--- config.mk ---
export PLATFORM = sky130hd
export DESIGN_NAME = fetch_ifid
export DESIGN_NICKNAME = d
export VERILOG_FILES = /design/src/rtl/fetch_ifid.sv
export SDC_FILE = /design/constraint.sdc
export NUM_CORES = 1
export LEC_CHECK = 0
export CORE_ASPECT_RATIO = 0.9
export CORE_MARGIN = 1
export CORE_UTILIZATION = 52
export CTS_CLUSTER_DIAMETER = 50
export DETAILED_ROUTE_END_ITERATION = 8
export GPL_TIMING_DRIVEN = 0
export PLACE_DENSITY = 0.86
export SYNTH_ARGS = -nofsm -noshare
export SYNTH_HDL_FRONTEND = slang
export SYNTH_SLANG_ARGS = --single-unit
--- constraint.sdc ---
create_clock -name clk -period 5.1 [get_ports clk]
set_input_delay 0.51 -clock clk [delete_from_list [all_inputs] [get_ports clk]]
set_output_delay 0.51 -clock clk [all_outputs]
set_load 0.02 [all_outputs]
--- src/rtl/fetch_ifid.sv ---
// rtl/fetch_ifid.sv - instruction fetch stage with IF/ID pipeline register and stall skid
module fetch_ifid #(
    parameter int          N        = 64,
    parameter logic [N-1:0] RESET_PC = '0
) (
    input  logic         clk,
    input  logic         reset_n,
    input  logic         stall_D,
    input  logic         pcsrc_M,
    input  logic [N-1:0] branch_target_M,
    output logic         imem_req,
    output logic [N-1:0] imem_addr,
    input  logic         imem_ready,
    input  logic [31:0]  imem_rdata,
    output logic [31:0]  instr_D,
    output logic [N-1:0] pc_D,
    output logic         valid_D
);

    typedef enum logic [1:0] {
        BOOT  = 2'd0,
        FETCH = 2'd1,
        HOLD  = 2'd2
    } state_t;

    state_t       state;
    logic [N-1:0] pc;
    logic [31:0]  skid;
    logic [N-1:0] redirect_pc;
    logic [N-1:0] pc_next_seq;

    assign redirect_pc = branch_target_M & ~N'(3);
    assign pc_next_seq = pc + N'(4);
    assign imem_addr   = pc;

    always_ff @(posedge clk or negedge reset_n) begin
        if (!reset_n) begin
            state    <= BOOT;
            pc       <= RESET_PC;
            skid     <= '0;
            instr_D  <= '0;
            pc_D     <= '0;
            valid_D  <= 1'b0;
            imem_req <= 1'b0;
        end else begin
            case (state)
                BOOT: begin
                    state    <= FETCH;
                    imem_req <= 1'b1;
                end
                FETCH: begin
                    if (pcsrc_M) begin
                        // Redirect wins: the word returning this cycle belongs to the wrong path.
                        pc      <= redirect_pc;
                        valid_D <= 1'b0;
                        skid    <= '0;
                    end else if (imem_ready && !stall_D) begin
                        instr_D <= imem_rdata;
                        pc_D    <= pc;
                        valid_D <= 1'b1;
                        pc      <= pc_next_seq;
                    end else if (imem_ready) begin
                        skid     <= imem_rdata;
                        state    <= HOLD;
                        imem_req <= 1'b0;
                    end else if (!stall_D) begin
                        valid_D <= 1'b0;
                    end
                end
                HOLD: begin
                    if (pcsrc_M) begin
                        pc       <= redirect_pc;
                        valid_D  <= 1'b0;
                        skid     <= '0;
                        state    <= FETCH;
                        imem_req <= 1'b1;
                    end else if (!stall_D) begin
                        instr_D  <= skid;
                        pc_D     <= pc;
                        valid_D  <= 1'b1;
                        pc       <= pc_next_seq;
                        state    <= FETCH;
                        imem_req <= 1'b1;
                    end
                end
                default: begin
                    state    <= BOOT;
                    imem_req <= 1'b0;
                end
            endcase
        end
    end

endmodule

# Word-level counts from Yosys, hierarchy flattened

Index checks and enable logic that the tools add are counted.

Register bits after elaboration: 196
Input bits: 101
Output and inout port bits: 162
Word-level logic and storage cells: 70

$add $sub $neg: 1
Equal/unequal tests: 15
Multiplexer cells: 38
Reduce and logical (&&, ||, !) cells: 9

Operators by type and width:

| cell                    | number |
|---|---|
| $mux W64                | 8 |
| $mux W32                | 8 |
| $pmux W64 S2            | 2 |
| $pmux W32 S2            | 2 |
| $add A64 B3 Y64 const B | 1 |
| $ne A2 B2 Y1 const B    | 7 |
| $ne A3 B3 Y1 const B    | 4 |
| $reduce_and A4 Y1       | 3 |
| $mux W1                 | 10 |
| $mux W2                 | 5 |
| $ne A4 B4 Y1 const B    | 2 |
| $pmux W2 S3             | 1 |
| $reduce_and A5 Y1       | 1 |
| $pmux W1 S3             | 1 |
| $reduce_and A3 Y1       | 1 |
| $eq A2 B1 Y1 const B    | 1 |
| $eq A2 B2 Y1 const B    | 1 |
| $logic_not A2 Y1        | 1 |
| $pmux W1 S2             | 1 |
| $reduce_bool A2 Y1      | 1 |
| $logic_and A1 B1 Y1     | 1 |
| $logic_not A1 Y1        | 1 |

# Logic depth before layout (Yosys ltp)

Gate-level depths: netlist of the first run.

Depth after elaboration: 5
Gate-level depth with buffers: 9
Gate-level depth less buffers: 7

# Worst setup path after synthesis of the first run

OpenSTA, ideal clock, no wires.

Kind: register to register
From: register pc[10] (netlist: imem_addr[10])
To: register pc[47] (netlist: imem_addr[47])
Setup time: 0.127 ns
Data arrival time: 2.259 ns
Required time: 4.973 ns
Path slack: 2.714 ns
Stages on the path, launching flop included: 9
Buffers on the path: 2
Clock period less this slack: 2.386 ns
Cell sequence: dfrtp_1 -> buf_2 -> nand4_4 -> nor4_4 -> nand3_2 -> or3_1 -> buf_6 -> nor2_4 -> mux2_1

Cells in the longest elaborated chain, start to end: 4
Elaborated cells between the ends (all ways): 6
Classes of those cells: 1 x add/sub; 5 x mux

RTL lines:

| element                     | RTL line | RTL |
|---|---|---|
| from (decl)                 | 27       | `logic [N-1:0] pc;` |
| from (signal assigned)      | 54       | `pc <= redirect_pc;` |
| from (signal assigned)      | 61       | `pc <= pc_next_seq;` |
| from (signal assigned)      | 72       | `pc <= redirect_pc;` |
| $add A64 B3 Y64 *           | 33       | `assign pc_next_seq = pc + N'(4);` |
| $mux W64 (on tied branches) | 77, 57   |  |
| $mux W64 (on tied branches) | 71, 52   |  |
| $pmux W64 S2 *              | 46       | `case (state)` |

Mark *: on every way between the ends. The rest lies on a longest branch, timed or not. The select of a mux whose other input is x is not followed.
A chain may end at the register's enable or synchronous reset.

# Worst setup path in the final report of the first run

From: input stall_D
To: register instr_D[21]

Cells in the longest elaborated chain, start to end: 4
Elaborated cells between the ends (all ways): 5
Classes of those cells: 2 x eq/ne; 3 x reduce/logical

RTL lines:

| element                              | RTL line | RTL |
|---|---|---|
| from (decl)                          | 8        | `input logic stall_D,` |
| $logic_not A1 Y1                     | -        |  |
| $logic_and A1 B1 Y1                  | 57       | `end else if (imem_ready && !stall_D) begin` |
| $ne A2 B2 Y1 (no source line)        | -        |  |
| $reduce_and A5 Y1 (no source line) * | -        |  |
| to (signal assigned)                 | 58       | `instr_D <= imem_rdata;` |
| to (signal assigned)                 | 78       | `instr_D <= skid;` |
| to (decl)                            | 15       | `output logic [31:0] instr_D,` |

Mark *: on every way between the ends. The rest lies on a longest branch, timed or not.

==> results of run 1 <==
## metal layers
layer	GRT usage, %	wire [um]
met5	0	0
met4	18.60	1368
met3	8.969	3518
met2	53.37	14120
met1	46.97	12500
## through the flow
step	utilization (%)	hold WS, ns	total power, mW	worst slack, ns
final	72.80	0.1456	5.472	1.946
after floorplan	-	0.2144	3.107	2.714
after global routing	72.77	0.2140	5.724	1.885
after detailed placement	69.50	0.4624	4.139	1.637
after global placement	69.32	0.4589	4.081	-4.467
after CTS	72.76	0.1805	5.459	2.066
## cell usage in the layout, fill, tap and decap left out, types with 3 or more instances in the layout
cell type and instances:
sky130_fd_sc_hd__a211oi_1 7, sky130_fd_sc_hd__a21oi_1 24, sky130_fd_sc_hd__a221o_1 5, sky130_fd_sc_hd__a22oi_1 21, sky130_fd_sc_hd__a311o_1 3, sky130_fd_sc_hd__and2_1 8
sky130_fd_sc_hd__and3_1 11, sky130_fd_sc_hd__and4_1 9, sky130_fd_sc_hd__buf_1 7, sky130_fd_sc_hd__buf_2 11, sky130_fd_sc_hd__buf_4 5, sky130_fd_sc_hd__clkbuf_1 59
sky130_fd_sc_hd__clkbuf_16 17, sky130_fd_sc_hd__clkdlybuf4s50_1 254, sky130_fd_sc_hd__clkinvlp_4 3, sky130_fd_sc_hd__conb_1 4, sky130_fd_sc_hd__dfrtp_1 191, sky130_fd_sc_hd__diode_2 3
sky130_fd_sc_hd__inv_1 10, sky130_fd_sc_hd__inv_6 4, sky130_fd_sc_hd__mux2i_1 50, sky130_fd_sc_hd__nand2_1 311, sky130_fd_sc_hd__nand3_1 36, sky130_fd_sc_hd__nand4_1 21
sky130_fd_sc_hd__nor2_1 54, sky130_fd_sc_hd__nor3_1 32, sky130_fd_sc_hd__nor3b_1 4, sky130_fd_sc_hd__nor4_1 8, sky130_fd_sc_hd__o21ai_0 105, sky130_fd_sc_hd__o22ai_1 29
sky130_fd_sc_hd__or2_2 4, sky130_fd_sc_hd__or3_1 5, sky130_fd_sc_hd__or4_1 3
## power by group through the flow
stage / Clock [mW] / Combinational, mW / Sequential, mW
floorplan: 0 / 0.578 / 2.53
global placement: 0 / 1.89 / 2.19
detailed placement: 0 / 1.94 / 2.20
CTS: 1.33 / 1.95 / 2.18
global route: 1.39 / 2.10 / 2.24
finish: 1.32 / 1.96 / 2.19
## flip-flops by register name, summed over array words and instances (netlist names)
name	cells
valid_D	1
imem_addr	62
instr_D	32
pc_D	62
skid	32
state	2
## logic make-up after synthesis
logic type / Yosys count / share of synthesized area [%]
flip-flops: 191 / 51.37
other: 1 / 0.04031
AND/OR/NAND/NOR: 514 / 24.70
XOR/XNOR: 1 / 0.09415
buffers and inverters: 93 / 4.196
adder cells (fa/ha/maj): 1 / 0.1345
multiplexers: 51 / 5.500
AO/OA/AOI/OAI: 215 / 13.96
## worst paths after layout
| kind | start | end | slack [ns] | cells past startpoint |
|---|---|---|---|---|
| setup / recovery | stall_D | instr_D[21] | 1.95 | 9 |
| hold / removal | reset_n | instr_D[6] | 0.15 | 1 |
| setup reg to reg | state[1] | instr_D[21] | 2.06 | 9 |
| hold reg to reg | pc_D[42] | pc_D[42] | 0.48 | 2 |
| max in group asynchronous | reset_n | imem_addr[59] | 4.10 | 2 |
| min in group clk | pc_D[42] | pc_D[42] | 0.48 | 2 |
## worst reg2reg max path: cells and delay by family, from the launching register on
family	cells	cell delay, ns
AOI/OAI and AO/OA	3	0.49
DFF	1	0.35
buffers and inverters	4	1.73
and+or+nand+nor	2	0.40
## layout make-up
cell class	instances	area (sq um)	share of cell area, %
sequential	191	4780	37.40
clock buffer	19	442.9	3.466
timing repair buffer	256	2585	20.23
inverter	10	37.54	0.2937
antenna	3	7.507	0.05874
multi-input combinational	786	4145	32.44
tap	240	300.3	2.350
clock inverter	13	128.9	1.008
buffer	83	352.8	2.761
==> impl_metrics.tcl, run 1 <==
set metrics [dict create \
    postCtsHoldBufs 0 \
    place.gp.congestion 0.9023 \
    viasPerCell 5.971 \
    fp.dieArea_sq_um 18430 \
    instances_no_fill 1601 \
    layout-drive-gt1-share_pct 4.566 \
    finalInstanceArea_sq_um 12780 \
    worst-path-max-fanout 10 \
    max-cap-violations 0 \
    post_synth_num_cell_types 57 \
    cts_root_buf "sky130_fd_sc_hd__clkbuf_16" \
    timing.final.crit_period_ns 3.154 \
    synth_enable_flop_cells 0 \
    floorplan.die.height_um 128.9 \
    cts.clk_slew.worst_paths_ns 0.07 \
    critical_path.startpoint_type "input pin" \
    min-delay-path-class "input pin to asynchronous set/reset pin" \
    power.switching_fraction_pct 37.56 \
    cp_slowest_stage_delay_ns 0.80 \
    port_buf_inserts 255 \
    p_leak_nw 5.417 \
    detailedRoute.firstIterationViolations 1127 \
    grt_setup_unrepaired "no" \
    yosys.area.top_type "sky130_fd_sc_hd__dfrtp_1" \
    core.rowCount 46 \
    path_buf_inv 4 \
    ys_async_sr_fraction_pct 100.0 \
    global_route.usage.total_pct 35.31 \
    path_common_cell "sky130_fd_sc_hd__clkbuf_1" \
    critical_setup_path_kind "input pin to flop" \
    skew_ns 0.009621 \
    cts_setup_buffers 0 \
    syn2layout_area_growth_pct 37.36 \
    share_clk_of_total_power_pct 24.2 \
    post-route-drc-count 0 \
    start_util_pct 53.00 \
    cts.path.max_buffers 2 \
    worst_slew_pin_slew_ns 1.036 \
    most_numerous_cell_in_the_yosys_netlist "sky130_fd_sc_hd__nand2_1" \
    finalSetupViolCount 0 \
    initial_antenna_violation_count 1 \
    detail_route.wl_per_cell_um 19.68 \
    post_synth_main_area_contributors "sky130_fd_sc_hd__dfrtp_1 51%, sky130_fd_sc_hd__nand2_1 13%, sky130_fd_sc_hd__o21ai_0 5.6%, sky130_fd_sc_hd__mux2i_1 5.4%, sky130_fd_sc_hd__clkbuf_1 2.3%" \
    cts_made_buffers 17 \
    yosys_register_bits 191 \
    via_count_of_the_first_global_routing_pass 9118 \
    share_of_the_synthesized_area_in_the_top_cell_type_pct 51.37 \
    ys.warnings.count 0 \
    floorplan.io_pins 263 \
    fp.coreArea_sq_um 17550 \
    status "finished clean" \
    routed-via-count 9559 \
    clkLatencyLatePin_ns 0.44 \
    crit_path_top_delay_cell "sky130_fd_sc_hd__clkbuf_1" \
    drtAntennaViolNets 0 \
    tns_ns 0 \
    drt_first_pass_iters 6 \
    crit_required_ns 5.46 \
    clock_tree_from_tritoncts "built" \
    fillCellCount 1310 \
    worst_ep_arrival_time_ns 3.52 \
    finalHoldViolCount 0 \
    p_int_mw 3.416 \
    nNetsFinal 1447 \
    cp_cell_sequence "clkdlybuf4s50_1 -> o21ba_2 -> o21a_1 -> clkbuf_1 -> nand2_1 -> clkbuf_1 -> clkbuf_1 -> nand2_1 -> o21ai_0" \
    cts_num_sinks 191 \
    timing.final.crit_share_pct 61.85 \
    placed_cells_incl_taps 1566 \
    cts_repair_resize_count 0 \
    placed_cell_area_sq_um 12200 \
    cts_htree_levels 4 \
    final-max-slew-violation-count 0 \
    p_comb_share_pct 35.8 \
    hpwl_um 22420 \
    critical_path.top_delay_family "buffers and inverters" \
    postSynthAreaPerCell_sq_um 8.720 \
    synth_top_flop_cell "sky130_fd_sc_hd__dfrtp_1" \
    switching_power_mw 2.055 \
    vdd_drop_max_mv 0.2639 \
    grt_start_max_net_pins 115 \
    floorplan.die.width_um 143.0 \
    overflow 0 \
    grt_pass1_wl_um 49140 \
    setup.worst_path.end_class "flop" \
    ys_seq_area_share_pct 51.37 \
    cellPowerDensity_nw_per_um2 428.1 \
    post_synth_instance_area_sq_um 9304 \
    synthesis.instances 1067 \
    achievable-frequency_mhz 317.0 \
    slew-limit-headroom_pct 30.96 \
    routed_wirelength_um 31500 \
    pwr-share-seq_pct 40.0 \
    yosys-top-cells-count "311 x sky130_fd_sc_hd__nand2_1, 191 x sky130_fd_sc_hd__dfrtp_1, 105 x sky130_fd_sc_hd__o21ai_0" \
]
Power figures use the tool's default switching activity.
==> run 2: changes to the inputs <==
- CORE_UTILIZATION: 52 -> 44
- PLACE_DENSITY: 0.86 -> 0.77
- clock period: 5.1 -> 2.85 ns (I/O delays scaled with it)
==> run 2 against run 1 <==
  * Count of clock-buffer cells in the layout stayed put
  * Critical path type is now flop to flop
  * Combinational power is 78% higher
  * Largest power group unchanged
  * Largest cell class unchanged
  * Total power is 79% higher
  * Core utilization is 11 points lower
==> impl_metrics.tcl, run 2 (synthesis gave the netlist of run 1 again) <==
set metrics [dict create \
    status "finished clean" \
    hpwl_um 22550 \
    global_route.usage.total_pct 29.21 \
    port_buf_inserts 255 \
    critical_setup_path_kind "flop to flop" \
    overflow 0 \
    cellPowerDensity_nw_per_um2 758.4 \
    worst_reg_to_reg_setup_slack_ns 0.14 \
    clkLatencyLatePin_ns 0.45 \
    r2r-end "imem_addr[47]" \
    core.rowCount 50 \
    layout_commonest_cell "sky130_fd_sc_hd__nand2_1" \
    floorplan.io_pins 263 \
    start_util_pct 44.80 \
    syn2layout_area_growth_pct 38.44 \
    finish.utilization_pct 62.01 \
    timing.rr.start "imem_addr[16]" \
    instances_no_fill 1649 \
    initial_antenna_violation_count 5 \
    fp.dieArea_sq_um 21730 \
    finalSetupViolCount 0 \
    floorplan.die.width_um 155.3 \
    setup.worst_path.end_class "flop" \
    worst-path-max-fanout 10 \
    crit_path_start "imem_addr[16]" \
    timing.reg2reg.worst_path_depth 8 \
    tns_ns 0 \
    final-max-slew-violation-count 0 \
    routed-via-count 9267 \
    critical_path.startpoint_type "flop" \
    post-route-drc-count 0 \
    grt_pass1_wl_um 48720 \
    timing.final.crit_share_pct 95.16 \
    route.layer.met1.wl_um 13470 \
    crit_path_top_delay_cell "sky130_fd_sc_hd__nor4_4" \
    cts_setup_buffers 0 \
    cp_slowest_stage_delay_ns 0.58 \
    cts.clk_slew.worst_paths_ns 0.07 \
    timing.final.crit_period_ns 2.712 \
    cts_root_buf "sky130_fd_sc_hd__clkbuf_16" \
    fp.coreArea_sq_um 20770 \
    clock_tree_from_tritoncts "built" \
    crit_required_ns 3.18 \
    viasPerCell 5.620 \
    detail_route.wl_per_cell_um 18.93 \
    cts_num_sinks 191 \
    detailedRoute.firstIterationViolations 802 \
    drt_first_pass_iters 5 \
    vdd_drop_max_mv 0.4098 \
    met3_wirelength_um 2901 \
    placed_cell_area_sq_um 12260 \
    worst_slew_pin_slew_ns 0.8318 \
    whs_ns 0.4162 \
    min-delay-path-class "input pin to asynchronous set/reset pin" \
    nNetsFinal 1448 \
    wl_met2_um 13720 \
    layout-drive-gt1-share_pct 5.445 \
    grt_start_max_net_pins 103 \
    p_leak_nw 5.443 \
    worst_ep_arrival_time_ns 3.04 \
    cts_htree_levels 4 \
    floorplan.die.height_um 140.0 \
    finalHoldViolCount 0 \
    cts.path.max_buffers 2 \
    achievable-frequency_mhz 368.7 \
    placed_cells_incl_taps 1612 \
    cts_made_buffers 17 \
    finalInstanceArea_sq_um 12880 \
    drtAntennaViolNets 0 \
    most-common-layout-cells "311 x sky130_fd_sc_hd__nand2_1, 254 x sky130_fd_sc_hd__clkdlybuf4s50_1, 191 x sky130_fd_sc_hd__dfrtp_1, 105 x sky130_fd_sc_hd__o21ai_0, 53 x sky130_fd_sc_hd__clkbuf_1" \
    dr.max_layer_used "met4" \
    cp_cell_sequence "clkbuf_1 -> nand2_1 -> nor4_4 -> nand3_2 -> or3_1 -> buf_6 -> nor2_4 -> mux2_1" \
    skew_ns 0.01336 \
    place.gp.congestion 0.9242 \
    via_count_of_the_first_global_routing_pass 8808 \
    worst_setup_path_endpoint "imem_addr[47]" \
    grt_setup_unrepaired "no" \
    routed_wirelength_um 31210 \
    slew-limit-headroom_pct 44.55 \
    max-cap-violations 0 \
]
run 2: changes by cell type in the layout (fill, tap and decap cells not counted), moves of 2 or more:
| cell | delta |
|---|---|
| sky130_fd_sc_hd__nor2_2 | +2 |
| sky130_fd_sc_hd__buf_1 | -2 |
| sky130_fd_sc_hd__clkbuf_2 | +7 |
| sky130_fd_sc_hd__clkinv_4 | +3 |
| sky130_fd_sc_hd__nor2_1 | -2 |
| sky130_fd_sc_hd__inv_6 | -2 |
| sky130_fd_sc_hd__clkbuf_1 | -6 |
| sky130_fd_sc_hd__clkinv_2 | -2 |
run 2: power by group:
| group | leakage (nW) | switching, mW | internal, mW |
|---|---|---|---|
| logic | 2.82 | 1.94 | 1.54 |
| clock network | 0.275 | 1.18 | 1.20 |
| registers | 2.35 | 0.582 | 3.32 |
| total | 5.44 | 3.70 | 6.07 |
run 2: area by class of cell:
type | instances | area [sq um]
flip-flops and latches | 191 | 4780
repair buffers | 257 | 2595
well taps | 286 | 357.8
inverters | 10 | 37.54
fillers | 1808 | 7890
clock buffers | 19 | 452.9
plain buffers | 83 | 361.6
clock inverters | 13 | 125.1
multi-input cells | 786 | 4160
diodes | 4 | 10.01
run 2: critical path: cells and delay by family, from the launching register on:
family / cells / cell delay (ns)
buffers and inverters: 2 / 0.47
flip-flops: 1 / 0.35
multiplexers: 1 / 0.33
AND/OR/NAND/NOR: 5 / 1.45
run 2: how the worst min path moves through the flow:
| stage | startpoint | endpoint | slack [ns] |
|---|---|---|---|
| global route | imem_rdata[2] | skid[2] | 0.42 |
| detailed placement | reset_n | pc_D[46] | 0.34 |
| global placement | pc_D[26] | pc_D[26] | 0.46 |
| floorplan | reset_n | imem_addr[10] | -0.01 |
| finish | reset_n | pc_D[46] | 0.42 |
| CTS | imem_rdata[4] | skid[4] | 0.41 |
run 2: stage by stage:
| step | power (mW) | worst slack (ns) |
|---|---|---|
| final | 9.769 | 0.1378 |
| after global routing | 10.25 | 0.003557 |
| after floorplan | 5.559 | 0.4636 |
| after global placement | 7.325 | -6.736 |
| after detailed placement | 7.401 | -0.2010 |
| after CTS | 9.781 | 0.02412 |
run 2: per-layer routing:
metal,track usage (%),up-vias
met3,7.704,81
met2,43.60,454
met4,13.05,0
met5,0,-
li1,-,4276
met1,39.96,4456
run 2: repair_timing:
action	in CTS	in global routing
hold buffers	1	0
pin swaps	0	1
setup endpoints to repair	1	85
gates resized for setup	1	15
hold endpoints to repair	89	0
